**src/rtl/vg8020_dram_pkg.sv**
```systemverilog
`default_nettype none
// ==== vg8020_dram_pkg: shared state encoding and defaults for the VG8020 DRAM controller ====
// Rev 1.0
package vg8020_dram_pkg;

  localparam int ROW_W_DEF            = 8;
  localparam int PRECHARGE_CYCLES_DEF = 2;
  localparam int MUX_DELAY_DEF        = 1;

  typedef enum logic [2:0] {
    ST_IDLE = 3'd0,
    ST_RAS  = 3'd1,
    ST_MUX  = 3'd2,
    ST_CAS  = 3'd3,
    ST_REF  = 3'd4,
    ST_PRE  = 3'd5
  } state_e;

  function automatic int max2(input int a, input int b);
    return (a > b) ? a : b;
  endfunction

endpackage
`default_nettype wire

```
**src/rtl/vg8020_dram_refcnt.sv**
```systemverilog
`default_nettype none
// ==== vg8020_dram_refcnt: wrapping refresh-row counter with increment enable ====
// Rev 1.0
module vg8020_dram_refcnt
  import vg8020_dram_pkg::*;
#(
  parameter int W = ROW_W_DEF
) (
  input  logic         clk,
  input  logic         nreset,
  input  logic         inc_i,
  output logic [W-1:0] cnt_o
);

  logic [W-1:0] cnt_q;

  always_ff @(posedge clk or negedge nreset) begin
    if (!nreset) begin
      cnt_q <= '0;
    end else if (inc_i) begin
      cnt_q <= cnt_q + W'(1);
    end
  end

  assign cnt_o = cnt_q;

endmodule
`default_nettype wire

```
**src/rtl/vg8020_dram_ctrl.sv**
```systemverilog
`default_nettype none
// ==== vg8020_dram_ctrl: Z80 slot-3 DRAM sequencer (RAS/CAS, RAS-only refresh, precharge waits) ====
// Rev 1.0 | define VG8020_DRAM_REFCNT_EN to take the refresh row from an internal counter
module vg8020_dram_ctrl
  import vg8020_dram_pkg::*;
#(
  parameter int ROW_W            = ROW_W_DEF,
  parameter int PRECHARGE_CYCLES = PRECHARGE_CYCLES_DEF,
  parameter int MUX_DELAY        = MUX_DELAY_DEF
) (
  input  logic               clk,
  input  logic               nreset,
  input  logic               nmreq,
  input  logic               nrd,
  input  logic               nwr,
  input  logic               nrfsh,
  input  logic               nsltsl,
  input  logic [2*ROW_W-1:0] addr,
  output logic [ROW_W-1:0]   ma,
  output logic               nras,
  output logic               ncas,
  output logic               nwe,
  output logic               nwait
);

  localparam int CNT_W = $clog2(max2(PRECHARGE_CYCLES, MUX_DELAY) + 1);
  localparam logic [CNT_W-1:0] MUX_LAST = CNT_W'(MUX_DELAY - 1);
  localparam logic [CNT_W-1:0] PRE_LAST = CNT_W'(PRECHARGE_CYCLES - 1);

  state_e           state_q;
  logic             armed_q;
  logic [CNT_W-1:0] cnt_q;
  logic [ROW_W-1:0] ma_q;
  logic             nras_q;
  logic             ncas_q;
  logic             nwe_q;
  logic             nwait_q;

  logic             ref_req;
  logic             acc_req;
  logic             ref_inc;
  logic             wr_strobe_n;
  logic [ROW_W-1:0] ref_row;

  assign ref_req = armed_q & ~nmreq & ~nrfsh;
  assign acc_req = armed_q & ~nmreq & nrfsh & ~nsltsl;
  assign ref_inc = (state_q == ST_REF) && nmreq;
  // A concurrent read strobe keeps nwe high so a malformed bus cycle cannot write.
  assign wr_strobe_n = nwr | ~nrd;

`ifdef VG8020_DRAM_REFCNT_EN
  vg8020_dram_refcnt #(
    .W (ROW_W)
  ) u_refcnt (
    .clk    (clk),
    .nreset (nreset),
    .inc_i  (ref_inc),
    .cnt_o  (ref_row)
  );
`else
  assign ref_row = addr[ROW_W-1:0];
`endif

  always_ff @(posedge clk or negedge nreset) begin
    if (!nreset) begin
      state_q <= ST_IDLE;
      armed_q <= 1'b0;
      cnt_q   <= '0;
      ma_q    <= '0;
      nras_q  <= 1'b1;
      ncas_q  <= 1'b1;
      nwe_q   <= 1'b1;
      nwait_q <= 1'b1;
    end else begin
      armed_q <= armed_q | nmreq;
      case (state_q)
        // The final precharge cycle doubles as the idle decision cycle, so a
        // queued request sees exactly PRECHARGE_CYCLES of nras high.
        ST_IDLE, ST_PRE: begin
          if (state_q == ST_PRE && cnt_q != PRE_LAST) begin
            cnt_q <= cnt_q + CNT_W'(1);
            if (ref_req || acc_req) nwait_q <= 1'b0;
          end else begin
            nwait_q <= 1'b1;
            ma_q    <= addr[ROW_W-1:0];
            cnt_q   <= '0;
            if (ref_req) begin
              state_q <= ST_REF;
              nras_q  <= 1'b0;
              ma_q    <= ref_row;
            end else if (acc_req) begin
              state_q <= ST_RAS;
              nras_q  <= 1'b0;
            end else begin
              state_q <= ST_IDLE;
            end
          end
        end
        ST_RAS: begin
          if (nmreq) begin
            nras_q  <= 1'b1;
            cnt_q   <= '0;
            state_q <= ST_PRE;
          end else if (cnt_q == MUX_LAST) begin
            ma_q    <= addr[2*ROW_W-1:ROW_W];
            state_q <= ST_MUX;
          end else begin
            cnt_q <= cnt_q + CNT_W'(1);
          end
        end
        ST_MUX: begin
          if (nmreq) begin
            nras_q  <= 1'b1;
            cnt_q   <= '0;
            state_q <= ST_PRE;
          end else begin
            ncas_q  <= 1'b0;
            nwe_q   <= wr_strobe_n;
            state_q <= ST_CAS;
          end
        end
        ST_CAS: begin
          if (nmreq) begin
            nras_q  <= 1'b1;
            ncas_q  <= 1'b1;
            nwe_q   <= 1'b1;
            cnt_q   <= '0;
            state_q <= ST_PRE;
          end else begin
            nwe_q <= wr_strobe_n;
          end
        end
        ST_REF: begin
          if (nmreq) begin
            nras_q  <= 1'b1;
            cnt_q   <= '0;
            state_q <= ST_PRE;
          end
        end
        default: begin
          nras_q  <= 1'b1;
          ncas_q  <= 1'b1;
          nwe_q   <= 1'b1;
          nwait_q <= 1'b1;
          state_q <= ST_IDLE;
        end
      endcase
    end
  end

  assign ma    = ma_q;
  assign nras  = nras_q;
  assign ncas  = ncas_q;
  assign nwe   = nwe_q;
  assign nwait = nwait_q;

endmodule
`default_nettype wire
```
**config.mk**
```make
export PLATFORM = sky130hd
export DESIGN_NAME = vg8020_dram_ctrl
export DESIGN_NICKNAME = d
export VERILOG_FILES = /design/src/rtl/vg8020_dram_pkg.sv /design/src/rtl/vg8020_dram_refcnt.sv /design/src/rtl/vg8020_dram_ctrl.sv
export SDC_FILE = /design/constraint.sdc
export NUM_CORES = 1
export LEC_CHECK = 0
export CORE_MARGIN = 3
export CORE_UTILIZATION = 48
export DETAILED_ROUTE_END_ITERATION = 8
export GPL_ROUTABILITY_DRIVEN = 1
export PLACE_DENSITY = 0.85
export SYNTH_ARGS = -nofsm -noshare
export SYNTH_HDL_FRONTEND = slang
export SYNTH_HIERARCHICAL = 1
export SYNTH_SLANG_ARGS = --single-unit
```
**constraint.sdc**
```tcl
create_clock -name clk -period 3.4 [get_ports clk]
set_input_delay 0.34 -clock clk [delete_from_list [all_inputs] [get_ports clk]]
set_output_delay 0.34 -clock clk [all_outputs]
set_load 0.05 [all_outputs]
```
==> flow_summary.json, run 1 <==
{
  "fmax_mhz": 499,
  "rr_worst_depth": 4,
  "cp_top_family": "buffers and inverters",
  "p_sw_w": 0.000620,
  "crit_arrival_ns": 1.66,
  "power.leakage_nw": 0.561,
  "clkLatencyLatePin_ns": 0.29,
  "layout-drive-gt1-share_pct": 10.7,
  "num_vias": 916,
  "path_class": "reg -> out",
  "diodes": 0,
  "grt_pass1_vias": 905,
  "synth_flop_cell": "dfrtp_1",
  "status": "finished, final reports clean",
  "slowest_stage": "clkdlybuf4s50_1",
  "portBuffers": 34,
  "period_needed_ns": 2.00,
  "grt_pass1_wl_mm": 3.86,
  "clk_pin_slew_ns": 0.11,
  "crit_path_start_kind": "flop",
  "hold_buffers": 0,
  "first_pass_iters": 4,
  "overflow": 0,
  "r2r-start": "state_q[2]",
  "grt_max_degree": 22,
  "cts_inserted_buffers": 3,
  "drv_slew": 0,
  "synth_fp_nets": 133,
  "cts_tree": "yes",
  "wl_per_cell_um": 13.4,
  "finalClockSkew_ns": 0.0112,
  "place.gp.congestion": 0.855,
  "dp_slack_ns": 1.14,
  "clockPowerShare_pct": 10.1,
  "p_seq_share_pct": 31.7,
  "num_rows": 16,
  "area_growth_pct": 34.7,
  "ff2ff_setup_slack_ns": 1.47,
  "ys.warnings.count": 6,
  "grt.total_usage_pct": 18.6,
  "htreeDepth": 1,
  "synth_top_area_cell": "dfrtp_1",
  "io-pin-count": 35,
  "synth_top_cells_by_area": "dfrtp_1, dfstp_2, mux2i_1, a21oi_1, nor2_1",
  "synth_cells": 108,
  "fin_ws_ns": 1.40,
  "rsz0062_at_grt": "false",
  "fin_crit_sh_pct": 58.9,
  "ys_ff_latch": 18,
  "postSynthAreaPerCell_um2": 9.84,
  "drt-initial-drc-count": 5,
  "synth-seq-area-share_pct": 42.9,
  "synth.top_cell.area_share_pct": 33.0,
  "end_kind": "output port",
  "internal-power_w": 0.000683,
  "clkSinkCount": 18,
  "core_area_um2": 2020,
  "postCtsResizedCells": 0,
  "worst_hold_path_type": "in -> async",
  "antenna_found_initial": 0,
  "dieArea_um2": 2810,
  "slowest_delay_ns": 0.80,
  "vias_per_cell": 5.49,
  "relSlewSlack_pct": 44.6,
  "cp_data_required_time_ns": 3.06,
  "drv_cap": 0,
  "tns_ns": 0,
  "cts_buffer_depth": 2,
  "cp.depth": 1,
  "final_net_count": 166,
  "max-vdd-ir-drop_mv": 0.659,
  "async_reset_ff_share_pct": 100,
  "die_h_um": 53.0,
  "wl_mm": 2.24,
  "combPwrFrac_pct": 58.2,
  "netlist_area_um2": 1060,
  "drc": 0,
  "setup_viol": 0,
  "swShare_pct": 47.6,
  "yosysUniqueCellTypes": 35,
  "hold_viol": 0,
  "regToRegEndpoint": "ma[7]",
  "worst_slew_pin_slew_ns": 0.829,
  "post-dp-hpwl_mm": 1.73,
  "power_density_nw_per_um2": 910,
  "fp.dieW_um": 53.0,
  "post-cts-setup-buffer-count": 0,
  "start_util_pct": 52.5,
  "ctsRootBufferMaster": "clkbuf_4",
  "critPathBufInv": 1,
  "critical_path.max_fanout": 4,
  "synth_edf_count": 0,
  "antenna_left": 0,
  "path_cells": "clkdlybuf4s50_1"
}
==> synth_stat cells (all sizes together), types with 2 or more instances <==
library cell,count
o21ai,3
inv,6
nand2b,3
nand2,4
dfstp,4
dfrtp,14
nor2,15
nor3,3
a311oi,2
ha,2
nor2b,4
o22a,3
a21oi,13
a211oi,3
buf,6
mux2i,9
==> state kept, by name, summed over array words and instances, names as in the netlist <==
name	flops
ma	8
state_q	3
cnt_q	2
armed_q	1
ncas	1
nras	1
nwait	1
nwe	1
==> power groups by stage <==
stage	combinational [W]	sequential, W	clock (W)
6_report	0.000758	0.000413	0.000131
3_5_place_dp	0.000764	0.000417	0
5_1_grt	0.000819	0.000430	0.000140
2_1_floorplan	0.000367	0.000603	0
3_3_place_gp	0.000741	0.000410	0
4_1_cts	0.000767	0.000413	0.000135
==> per-layer routing <==
metal  GRT usage [%]  routed length (um)  vias up
met4            6.81                   0        0
met5               0                   0        -
met2            30.8                1130       29
met1            22.5                 950      436
met3            5.92                 158        0
li1                -                   -      451
==> final cells by class <==
type / instances / area [um^2]
fillers: 158 / 591
multi-input cells: 78 / 543
flip-flops and latches: 18 / 455
repair buffers: 34 / 340
clock buffers: 4 / 36.3
well taps: 27 / 33.8
inverters: 6 / 22.5
==> metrics by stage <==
stage          power, W  instances  util [%]  hold WS, ns  area [um^2]
2_1_floorplan  0.000970        108         -       0.0444         1060
3_3_place_gp    0.00115        163      69.0        0.477         1400
3_5_place_dp    0.00118        163      69.0        0.502         1400
4_1_cts         0.00131        167      70.8        0.526         1430
5_1_grt         0.00139        167      70.8        0.565         1430
6_report        0.00130        167      70.8        0.513         1430
==> worst max-delay path by stage <==
stage                           from  endpoint  slack, ns
after floorplan             cnt_q[1]     ma[5]       1.89
after global placement         nmreq     ma[5]       1.24
after detailed placement       nmreq     ma[7]       1.14
after CTS                      nwait     nwait       1.39
after global routing      state_q[2]     ma[7]       1.29
final                          nwait     nwait       1.40
==> cell usage in the layout (no fill, tap or decap), types with 2 or more instances in the layout <==
cell type / count
nor3_1: 3
clkbuf_4: 3
clkdlybuf4s50_1: 34
nand2_1: 4
nand2b_1: 3
dfstp_2: 4
nor2_1: 14
inv_1: 6
a21oi_2: 2
o21ai_0: 3
ha_1: 2
dfrtp_1: 14
o22a_1: 3
a21oi_1: 11
nor2b_1: 4
mux2i_1: 9
a211oi_1: 3
==> kinds of logic (layout without fill, tap and decap cells) <==
group | Yosys count | in the layout | share of synthesized area, %
and+or+nand+nor | 34 | 34 | 16.3
buffers and inverters | 12 | 44 | 6.01
DFF | 18 | 18 | 42.9
AOI/OAI and AO/OA | 32 | 32 | 23.0
muxes | 10 | 10 | 9.54
adders and majority gates | 2 | 2 | 2.36
No activity file was read; power rests on OpenSTA's default activity.
==> run 2, diff against run 1 <==
--- a/config.mk
+++ b/config.mk
@@ -6,10 +6,10 @@
 export NUM_CORES = 1
 export LEC_CHECK = 0
 export CORE_MARGIN = 3
-export CORE_UTILIZATION = 48
+export CORE_UTILIZATION = 40
 export DETAILED_ROUTE_END_ITERATION = 8
 export GPL_ROUTABILITY_DRIVEN = 1
-export PLACE_DENSITY = 0.85
+export PLACE_DENSITY = 0.76
 export SYNTH_ARGS = -nofsm -noshare
 export SYNTH_HDL_FRONTEND = slang
 export SYNTH_HIERARCHICAL = 1
==> constraint.sdc (replaced) <==
create_clock -name clk -period 1.77 [get_ports clk]
set_input_delay 0.177 -clock clk [delete_from_list [all_inputs] [get_ports clk]]
set_output_delay 0.177 -clock clk [all_outputs]
set_load 0.05 [all_outputs]
==> flow_summary.json, run 2 (synthesis results as in run 1) <==
{
  "layout-drive-gt1-share_pct": 19.2,
  "grt_pass1_vias": 993,
  "power.leakage_nw": 0.617,
  "tns_ns": 0,
  "num_rows": 18,
  "post-dp-hpwl_mm": 2.03,
  "slowest_delay_ns": 0.81,
  "fin_total_pwr_w": 0.00258,
  "final_net_count": 177,
  "portBuffers": 34,
  "drv_slew": 0,
  "status": "finished, final reports clean",
  "drt-initial-drc-count": 13,
  "largest_register_ffs": 8,
  "dieArea_um2": 3310,
  "crit_path_start_kind": "flop",
  "power_density_nw_per_um2": 1710,
  "critical_path.max_fanout": 2,
  "end_kind": "output port",
  "relSlewSlack_pct": 66.5,
  "slowest_stage": "clkdlybuf4s50_1",
  "ff2ff_setup_slack_ns": 0.16,
  "fin_crit_sh_pct": 94.1,
  "final_area_um2": 1510,
  "rsz0062_at_grt": "false",
  "crit_arrival_ns": 1.49,
  "place.gp.congestion": 0.811,
  "fmax_mhz": 601,
  "path_cells": "clkdlybuf4s50_1",
  "antenna_left": 0,
  "htreeDepth": 1,
  "grt.total_usage_pct": 16.8,
  "drv_cap": 0,
  "wl_mm": 2.55,
  "hold_viol": 0,
  "drc": 0,
  "hold_buffers": 0,
  "path_class": "reg -> out",
  "finalClockSkew_ns": 0.00306,
  "core_area_um2": 2500,
  "cp_top_family": "buffers and inverters",
  "post-cts-setup-buffer-count": 0,
  "dp_slack_ns": -0.0542,
  "fp.dieW_um": 57.5,
  "postCtsResizedCells": 0,
  "grt_pass1_wl_mm": 4.28,
  "die_h_um": 57.5,
  "grt_max_degree": 17,
  "final_common_cell": "clkdlybuf4s50_1",
  "overflow": 0,
  "setup_viol": 0,
  "layout_common_cells": "clkdlybuf4s50_1, nor2_1, dfrtp_1, buf_4, a21oi_1",
  "clk_pin_slew_ns": 0.10,
  "start_util_pct": 42.5,
  "cts_buffer_depth": 2,
  "wl_per_cell_um": 14.1,
  "finalNonFillerCells": 181,
  "worst_slew_pin_slew_ns": 0.501,
  "max-vdd-ir-drop_mv": 1.20,
  "cts_tree": "yes",
  "ctsRootBufferMaster": "clkbuf_4",
  "dp_cells": 177,
  "antenna_found_initial": 0,
  "cp_data_required_time_ns": 1.59,
  "cts_inserted_buffers": 3,
  "clkLatencyLatePin_ns": 0.30,
  "clkSinkCount": 18,
  "io-pin-count": 35,
  "first_pass_iters": 4,
  "fin_ws_ns": 0.105,
  "period_needed_ns": 1.66,
  "area_growth_pct": 42.2,
  "vias_per_cell": 5.22,
  "worst_hold_path_type": "in -> async",
  "post_dp_cell_area_um2": 1480,
  "diodes": 0,
  "num_vias": 945,
  "critPathBufInv": 1
}
[run 2: area by class of cell]
class	count	area, um^2
inverter	6	22.5
tap	30	37.5
fill	233	990
multi-input combinational	78	543
clock buffer	4	26.3
sequential	18	455
timing repair buffer	45	425
[run 2: per-layer routing]
layer / share of wire, % / vias to the layer above / global-route usage (%)
met5: 0 / - / 0
li1: - / 472 / -
met4: 1.1 / 0 / 5.96
met1: 42 / 442 / 19.0
met2: 52 / 28 / 30.8
met3: 4.6 / 3 / 3.17
[run 2: metrics by stage]
step / hold WS [ns] / util [%]
finish: 0.150 / 60.4
global route: 0.167 / 60.4
CTS: 0.155 / 60.4
detailed placement: 0.494 / 59.4
global placement: 0.476 / 59.4
floorplan: -0.119 / -
[run 2: power breakdown]
group	internal (W)	switching, W
Sequential	0.000608	0.000135
Clock	0.0000878	0.000128
Combinational	0.000662	0.000955
Total	0.00136	0.00122
[run 2: path summary, 6_finish.rpt]
| path | start | end | cells after the start |
|---|---|---|---|
| max in group asynchronous | nreset | ma[3] | 2 |
| min | nreset | armed_q | 1 |
| max reg2reg | cnt_q[1] | ma[0] | 7 |
| max | ma[4] | ma[4] | 1 |
| min reg2reg | nras | nras | 2 |
| min in group clk | addr[4] | ma[4] | 3 |
